### src/rtl/qtcore_pin_bridge.sv
// Pad-side bridge for the qtcore: synchronises chip-selects and the button, arbitrates
// scan/processor access with a small FSM, debounces the button and drives the pad LEDs.
module qtcore_pin_bridge #(
  parameter int LED_W           = 7,
  parameter int SYNC_STAGES     = 2,
  parameter int DEBOUNCE_CYCLES = 4,
  parameter int CNT_W           = 8
) (
  input  logic             clk,
  input  logic             rst,
  input  logic             scan_csn,
  input  logic             proc_csn,
  input  logic             sdi,
  input  logic             btn_raw,
  output logic             miso,
  output logic [LED_W-1:0] led_pad,
  output logic             fault,
  output logic [CNT_W-1:0] scan_bits,
  output logic             scan_enable,
  output logic             scan_in,
  input  logic             scan_out,
  output logic             proc_en,
  input  logic             halt,
  output logic             btn_out,
  input  logic [LED_W-1:0] led_in
);

  typedef enum logic [1:0] {IDLE, SCAN, PROC, FAULT} state_t;

  localparam int DB_W = $clog2(DEBOUNCE_CYCLES + 1);

  logic [SYNC_STAGES-1:0] scan_sync;
  logic [SYNC_STAGES-1:0] proc_sync;
  logic [SYNC_STAGES-1:0] btn_sync;
  logic                   scs;
  logic                   pcs;
  logic                   bs;
  state_t                 state;
  state_t                 state_next;
  logic                   enter_scan;
  logic                   halt_latched;
  logic [DB_W-1:0]        db_cnt;
  logic [LED_W-1:0]       led_q;

  // Chip-selects idle high so a reset never looks like a fresh select.
  always_ff @(posedge clk) begin
    if (!rst) begin
      scan_sync <= '1;
      proc_sync <= '1;
      btn_sync  <= '0;
    end else begin
      scan_sync <= {scan_sync[SYNC_STAGES-2:0], scan_csn};
      proc_sync <= {proc_sync[SYNC_STAGES-2:0], proc_csn};
      btn_sync  <= {btn_sync[SYNC_STAGES-2:0], btn_raw};
    end
  end

  assign scs = scan_sync[SYNC_STAGES-1];
  assign pcs = proc_sync[SYNC_STAGES-1];
  assign bs  = btn_sync[SYNC_STAGES-1];

  always_ff @(posedge clk) begin
    if (!rst) state <= IDLE;
    else      state <= state_next;
  end

  always_comb begin
    state_next = state;
    unique case (state)
      IDLE: begin
        if (!scs && !pcs)     state_next = FAULT;
        else if (!scs && pcs) state_next = SCAN;
        else if (!pcs && scs) state_next = PROC;
      end
      SCAN:  if (scs) state_next = IDLE;
      PROC:  if (pcs) state_next = IDLE;
      FAULT: if (scs && pcs) state_next = IDLE;
      default: state_next = IDLE;
    endcase
  end

  always_comb begin
    scan_enable = 1'b0;
    scan_in     = 1'b0;
    proc_en     = 1'b0;
    miso        = 1'b0;
    fault       = 1'b0;
    led_pad     = led_q;
    unique case (state)
      SCAN: begin
        scan_enable = 1'b1;
        scan_in     = sdi;
        miso        = scan_out;
      end
      PROC: begin
        proc_en = !halt_latched;
        miso    = halt_latched;
      end
      FAULT: begin
        fault   = 1'b1;
        led_pad = '1;
      end
      default: ;
    endcase
  end

  assign enter_scan = (state == IDLE) && (state_next == SCAN);

  // A halt stays latched across PROC sessions until a scan session starts.
  always_ff @(posedge clk) begin
    if (!rst)                         halt_latched <= 1'b0;
    else if (enter_scan)              halt_latched <= 1'b0;
    else if (state == PROC && halt)   halt_latched <= 1'b1;
  end

  always_ff @(posedge clk) begin
    if (!rst)                                 scan_bits <= '0;
    else if (enter_scan)                      scan_bits <= '0;
    else if (state == SCAN && scan_bits != '1) scan_bits <= scan_bits + CNT_W'(1);
  end

  // The toggle fires on the cycle the count would reach DEBOUNCE_CYCLES.
  always_ff @(posedge clk) begin
    if (!rst) begin
      db_cnt  <= '0;
      btn_out <= 1'b0;
    end else if (bs == btn_out) begin
      db_cnt <= '0;
    end else if (db_cnt == DB_W'(DEBOUNCE_CYCLES - 1)) begin
      btn_out <= bs;
      db_cnt  <= '0;
    end else begin
      db_cnt <= db_cnt + DB_W'(1);
    end
  end

  always_ff @(posedge clk) begin
    if (!rst) led_q <= '0;
    else      led_q <= led_in;
  end

endmodule

### config.mk
export PLATFORM = sky130hd
export DESIGN_NAME = qtcore_pin_bridge
export DESIGN_NICKNAME = d
export VERILOG_FILES = /design/src/rtl/qtcore_pin_bridge.sv
export SDC_FILE = /design/constraint.sdc
export NUM_CORES = 1
export LEC_CHECK = 0
export ABC_CLOCK_PERIOD_IN_PS = 1800
export CORE_ASPECT_RATIO = 0.75
export CORE_MARGIN = 4
export CORE_UTILIZATION = 45
export CTS_CLUSTER_SIZE = 16
export DETAILED_ROUTE_END_ITERATION = 8
export PLACE_DENSITY = 0.77
export SLEW_MARGIN = 15
export SYNTH_ARGS = -nofsm -noshare
export SYNTH_HDL_FRONTEND = slang
export SYNTH_SLANG_ARGS = --single-unit
### constraint.sdc
create_clock -name clk -period 1.8 [get_ports clk]
set_clock_uncertainty 0.15 [all_clocks]
set_input_delay 0.18 -clock clk [delete_from_list [all_inputs] [get_ports clk]]
set_output_delay 0.18 -clock clk [all_outputs]
set_load 0.01 [all_outputs]
==> metrics.md, run 1 <==
| Metric | Value |
|---|---|
| Placement Rows | `15` |
| DP Wirelength | `1859 um` |
| Htree depth | `1` |
| Fin. max-slew vios | `0` |
| Vias per cell | `4.961` |
| First-pass GRT wire length | `4326 um` |
| Hold Crit Depth | `2` |
| Synth Register Bits | `28` |
| Final WL | `2582 um` |
| 1st-iter DRT viols | `93` |
| Peak VDD IR | `0.5310 mV` |
| GR Overflow Total | `0` |
| Hold Startpoint | `proc_csn` |
| Pwr dens | `705.1 nW/um2` |
| CP Max Fanout | `5` |
| Share of cells above drive strength 1 | `0.2485` |
| Most frequent cells in the layout | `25 x dfxtp_1, 23 x clkdlybuf4s50_1, 12 x nor2_1` |
| Cells on worst reg2reg path | `7` |
| DR pass1 iterations | `4` |
| Worst-path cell chain | `buf_4, ha_4, a22oi_2, nor2b_1, clkbuf_2` |
| Setup TNS Final | `0 ns` |
| Global Route Usage Sum | `0.1632` |
| Initial antenna violation count | `0` |
| Yosys warnings | `0` |
| WHS Endpoint | `proc_sync[0]$_SDFF_PN1_` |
| I/O pin cnt | `36` |
| Slew @ Worst Pin | `0.2587 ns` |
| Final Cycle Share | `0.9594` |
| Vias in the first global route | `943` |
| Max Clk Rate | `579.1 MHz` |
| R2R Path Start | `state[0]$_SDFF_PN0_` |
| Root Driver | `clkbuf_4` |
| Mean routed wirelength per cell | `12.72 um` |
| CP Class | `reg2out` |
| Reg2reg setup slack | `0.10 ns` |
| Post-Syn Area per Cell | `9.556 um2` |
| I/O Buffers | `35` |
| Commonest non-fill, non-tap cell in the layout | `dfxtp_1` |
| Cells after Synth | `124` |
| Slowest cell on the critical path | `dfxtp_4` |
| Final hold viol count | `0` |
| Max Root-Sink Buffers | `2` |
| Reg clk slew, reported paths | `0.15 ns` |
| Status | `finished clean` |
| Die area | `3527 um2` |
| Post-synthesis sequential area ratio | `0.4731` |
| WP data required | `1.47 ns` |
| Max-cap viol count | `0` |
| Crit start category | `register` |
| Total CTS buffers | `3` |
| Final setup violating endpoints | `0` |
| Fraction of registers with async set/reset | `0` |
| Worst setup path start | `state[1]$_SDFF_PN0_` |
| Hold_buf cts | `0` |
| Distinct cells, synth | `34` |
| Core Footprint | `2402 um2` |
| Layout area overhead | `44.25%` |
| Clk_lat worst skew | `0.33 ns` |
| RSZ-0062 raised after global routing | `true` |
| Hold crit path type | `in2reg` |
| Detail Route Antenna Nets | `0` |
| Final net count | `192` |
| Relative slew slack | `0.8264` |
| Leak Pwr | `0.7073 nW` |
| Setup crit end kind | `output port` |
| # diodes | `0` |
| Worst EP arrival | `1.40 ns` |
| Largest net degree at the start of global routing | `17` |
| Primary FF master, synth | `dfxtp_1` |
| CTS Sinks | `28` |
| Post-route core utilization | `0.7115` |
| CTS tree | `yes` |
| # DRC | `0` |
| Initial Util | `0.4932` |
| Die X | `67.25 um` |
| Worst R2R End | `scan_bits[5]$_SDFFE_PP0P_` |
| Syn nets | `146` |
| Routability-driven placement congestion ratio | `0.8482` |
| Post-Syn Area | `1185 um2` |
| Die height | `52.44 um` |
| EDFF count, synth | `0` |
| Crit path largest cell delay | `0.40 ns` |
| Via count | `1007` |
| Period minus WS final | `1.727 ns` |
-- critical path: cells and delay by family (launching register included) --
kind | cells | cell delay [ns]
flip-flops | 1 | 0.40
buffers and inverters | 2 | 0.26
adder cells (fa/ha/maj) | 1 | 0.17
AO/OA/AOI/OAI | 1 | 0.17
AND/OR/NAND/NOR | 1 | 0.07
-- layout make-up --
type	count	area [um2]
tap	34	42.54
multi-input combinational	87	630.6
clock inverter	1	30.03
inverter	5	18.77
fill	206	693.2
clock buffer	3	22.52
timing repair buffer	45	395.4
sequential	28	569.3
-- routing by layer --
| layer | share of wire | up-vias | routed length, um | track usage |
|---|---|---|---|---|
| met5 | 0 | - | 0 | 0 |
| met4 | 0.0093 | 0 | 24 | 0.02020 |
| met3 | 0.085 | 4 | 220 | 0.07296 |
| met2 | 0.43 | 42 | 1105 | 0.2577 |
| met1 | 0.48 | 452 | 1231 | 0.2096 |
| li1 | - | 509 | - | - |
-- worst max-delay path by stage --
stage / endpoint / slack (ns) / depth (start not counted)
2_1_floorplan: scan_bits[7]$_SDFFE_PP0P_ / 0.20 / 5
3_3_place_gp: led_pad[4] / 0.01 / 3
3_5_place_dp: led_pad[4] / -0.04 / 3
4_1_cts: miso / -0.02 / 4
5_1_grt: proc_en / -0.006 / 4
6_report: miso / 0.07 / 5
-- through the flow --
stage	power, mW	cells	worst slack, ns	hold WS (ns)	cell area [um2]
2_1_floorplan	0.7273	124	0.1955	0.1315	1185
3_3_place_gp	0.8055	195	0.01039	0.2419	1604
3_5_place_dp	0.8086	195	-0.03507	0.2456	1604
4_1_cts	1.214	200	-0.01797	0.2445	1709
5_1_grt	1.266	203	-0.006073	0.2260	1709
6_report	1.205	203	0.07309	0.2498	1709
-- synth_stat cells (all sizes together) (2+ instances only) --
library cell  count  area, um2
a21boi            2      15.01
a21oi             2      10.01
a31oi             4      31.28
and2             10      62.56
buf               2      10.01
clkbuf            2      8.750
dfxtp            28      560.5
ha                7      87.58
inv               5      18.77
mux2i             3      30.03
nand2             5      18.77
nand2b            6      37.54
nand3             5      30.03
nand3b            3      22.52
nand4             2      12.51
nor2             12      45.04
nor2b             3      18.77
nor3              3      15.01
or2               7      43.79
xor2              2      17.52
-- registers in the layout, indices dropped and copies added, names as in the netlist --
| signal | flops |
|---|---|
| scan_bits | 8 |
| halt_latched | 1 |
| btn_sync | 2 |
| scan_sync | 2 |
| state | 2 |
| btn_out | 1 |
| led_q | 7 |
| db_cnt | 3 |
| proc_sync | 2 |
-- logic make-up after synthesis --
family | after synthesis | synth area share
AOI/OAI and AO/OA | 15 | 0.09609
xor gates and xnor gates | 3 | 0.02218
adders and majority gates | 7 | 0.07391
buffers and inverters | 9 | 0.03167
DFF | 28 | 0.4731
muxes | 3 | 0.02534
and+or+nand+nor | 59 | 0.2777
-- power breakdown --
group          internal [mW]  total, mW  leakage [nW]  switching, mW
clock                  0.225      0.406        0.0279          0.180
sequential             0.639      0.653         0.231         0.0135
combinational         0.0886      0.147         0.448         0.0583
total                  0.953       1.21         0.707          0.252
-- timing repair --
| item | 4_1_cts | 5_1_grt |
|---|---|---|
| pin swaps | 2 | 1 |
| setup buffers | 1 | 3 |
| resized for setup | 36 | 13 |
| endpoints found under the setup margin | 13 | 10 |
No activity file was read; power rests on OpenSTA's default activity.
==> inputs of run 2 (changes only) <==
--- a/config.mk
+++ b/config.mk
@@ -11,8 +11,9 @@
 export CORE_UTILIZATION = 45
 export CTS_CLUSTER_SIZE = 16
 export DETAILED_ROUTE_END_ITERATION = 8
+export GPL_TIMING_DRIVEN = 0
 export PLACE_DENSITY = 0.77
-export SLEW_MARGIN = 15
+export SLEW_MARGIN = 30
 export SYNTH_ARGS = -nofsm -noshare
 export SYNTH_HDL_FRONTEND = slang
 export SYNTH_SLANG_ARGS = --single-unit
==> metrics.md, run 2 (synthesized netlist as in run 1, its figures left out) <==
| Metric | Value |
|---|---|
| Sequential share of power | `0.546` |
| WP data required | `1.47 ns` |
| Detail Route Antenna Nets | `0` |
| Hold Crit Depth | `2` |
| Hold Startpoint | `proc_csn` |
| Htree depth | `1` |
| Die height | `52.44 um` |
| Period minus WS final | `1.723 ns` |
| Worst slack, placed | `-0.08520 ns` |
| Total CTS buffers | `3` |
| Worst EP arrival | `1.39 ns` |
| Worst-path cell chain | `buf_12, ha_4, and2_1, clkdlybuf4s15_1` |
| Post-route core utilization | `0.6964` |
| Crit start category | `register` |
| Setup crit end kind | `output port` |
| Relative slew slack | `0.7983` |
| 1st-iter DRT viols | `41` |
| Final net count | `188` |
| Root Driver | `clkbuf_4` |
| Int Pwr | `945.7 uW` |
| Via count | `1006` |
| Clock power frac | `0.338` |
| Initial antenna violation count | `0` |
| RSZ-0062 raised after global routing | `false` |
| Status | `finished clean` |
| Reg2reg setup slack | `0.10 ns` |
| Mean routed wirelength per cell | `12.88 um` |
| Final setup margin | `0.07729 ns` |
| CP Class | `reg2out` |
| Crit path largest cell delay | `0.40 ns` |
| R2R Path Start | `state[0]$_SDFF_PN0_` |
| Largest net degree at the start of global routing | `17` |
| Final hold viol count | `0` |
| First-pass GRT wire length | `4229 um` |
| Vias in the first global route | `978` |
| I/O pin cnt | `36` |
| Reg with most FFs | `scan_bits` |
| Placement Rows | `15` |
| Number of flip-flops in the largest register | `8` |
| Switching pwr | `251.5 uW` |
| Routability-driven placement congestion ratio | `0.8299` |
| # diodes | `0` |
| Cells on worst reg2reg path | `7` |
| Slew @ Worst Pin | `0.3025 ns` |
| CTS Sinks | `28` |
| Pwr dens | `715.6 nW/um2` |
| Gate power share | `0.116` |
| Peak VDD IR | `0.4604 mV` |
| Slowest cell on the critical path | `dfxtp_4` |
| # DRC | `0` |
| Worst R2R End | `scan_bits[4]$_SDFFE_PP0P_` |
| Reg clk slew, reported paths | `0.14 ns` |
| Hold crit path type | `in2reg` |
| Clk_lat worst skew | `0.33 ns` |
| DR pass1 iterations | `4` |
| CTS tree | `yes` |
| Filler Cell Count | `210` |
| Global Route Usage Sum | `0.1592` |
| Max Root-Sink Buffers | `2` |
| Sw Share | `0.2101` |
| WHS Endpoint | `proc_sync[0]$_SDFF_PN1_` |
| Share of cells above drive strength 1 | `0.2121` |
| Final setup violating endpoints | `0` |
| Final WL | `2564 um` |
| Layout area overhead | `41.18%` |
| Leak Pwr | `0.6887 nW` |
| Fin. max-slew vios | `0` |
| CP Max Fanout | `6` |
| Final Cycle Share | `0.9571` |
| Initial Util | `0.4932` |
| Die area | `3527 um2` |
| Max Clk Rate | `580.5 MHz` |
| Commonest non-fill, non-tap cell in the layout | `dfxtp_1` |
| Max-cap viol count | `0` |
| Finished Cell Area | `1673 um2` |
| Most frequent cells in the layout | `26 x dfxtp_1, 23 x clkdlybuf4s50_1, 12 x nor2_1` |
| GR Overflow Total | `0` |
| Vias per cell | `5.055` |
| I/O Buffers | `35` |
| Die X | `67.25 um` |
| DP Wirelength | `1873 um` |
| Largest registers | `scan_bits: 8 flops, led_q: 7 flops, db_cnt: 3 flops` |
| Core Footprint | `2402 um2` |
| Post-DP Area | `1578 um2` |
## run 2: layout make-up
cell class | count | area, um2 | area share
buffer | 4 | 18.77 | 0.01122
sequential | 28 | 568.0 | 0.3396
multi-input combinational | 87 | 638.1 | 0.3815
clock inverter | 1 | 30.03 | 0.01795
clock buffer | 3 | 22.52 | 0.01346
inverter | 5 | 18.77 | 0.01122
tap | 34 | 42.54 | 0.02543
timing repair buffer | 37 | 334.1 | 0.1997
## run 2: what timing repair did
| action | 4_1_cts | 5_1_grt |
|---|---|---|
| resized for setup | 37 | 14 |
| buffers inserted | 0 | 2 |
| pin swaps | 0 | 1 |
| gates cloned | 0 | 0 |
| setup endpoints to repair | 13 | 18 |
| hold buffers | 0 | 0 |
## run 2: routing by layer
| metal | vias up | global-route usage | routed length (um) | share of wire |
|---|---|---|---|---|
| met2 | 35 | 0.2692 | 1212 | 0.47 |
| met4 | 0 | 0.04040 | 44 | 0.017 |
| met3 | 7 | 0.07725 | 241 | 0.094 |
| met5 | - | 0 | 0 | 0 |
| met1 | 462 | 0.1789 | 1066 | 0.42 |
| li1 | 502 | - | - | - |
## run 2: how the worst max path moves through the flow
stage,start,to,slack (ns)
after floorplan,state[0]$_SDFF_PN0_,scan_bits[7]$_SDFFE_PP0P_,0.20
after global placement,state[0]$_SDFF_PN0_,miso,-0.04
after detailed placement,state[0]$_SDFF_PN0_,miso,-0.09
after CTS,state[0]$_SDFF_PN0_,miso,-0.02
after global routing,scan_bits[0]$_SDFFE_PP0P_,scan_bits[4]$_SDFFE_PP0P_,0.007
final,state[0]$_SDFF_PN0_,scan_in,0.08
## run 2: through the flow
stage | setup TNS, ns | power [mW] | hold slack (ns) | instances
2_1_floorplan | 0 | 0.7273 | 0.1315 | 124
6_report | 0 | 1.197 | 0.2486 | 199
3_5_place_dp | -0.2837 | 0.8002 | 0.2554 | 193
5_1_grt | 0 | 1.253 | 0.2345 | 199
3_3_place_gp | -0.1402 | 0.7957 | 0.2380 | 193
4_1_cts | -0.02462 | 1.205 | 0.2337 | 197
## run 2: power by group through the flow
| stage | clock network [mW] | registers, mW | logic, mW |
|---|---|---|---|
| 5_1_grt | 0.444 | 0.657 | 0.153 |
| 6_report | 0.405 | 0.653 | 0.139 |
| 2_1_floorplan | 0 | 0.663 | 0.0640 |
| 4_1_cts | 0.420 | 0.654 | 0.132 |
| 3_5_place_dp | 0 | 0.666 | 0.135 |
| 3_3_place_gp | 0 | 0.664 | 0.132 |
## run 2: critical path, delay by kind of cell, from the launching register on
| kind | cells | cell delay, ns |
|---|---|---|
| flops | 1 | 0.40 |
| simple gates | 1 | 0.14 |
| buf+inv | 2 | 0.36 |
| fa+ha+maj | 1 | 0.17 |
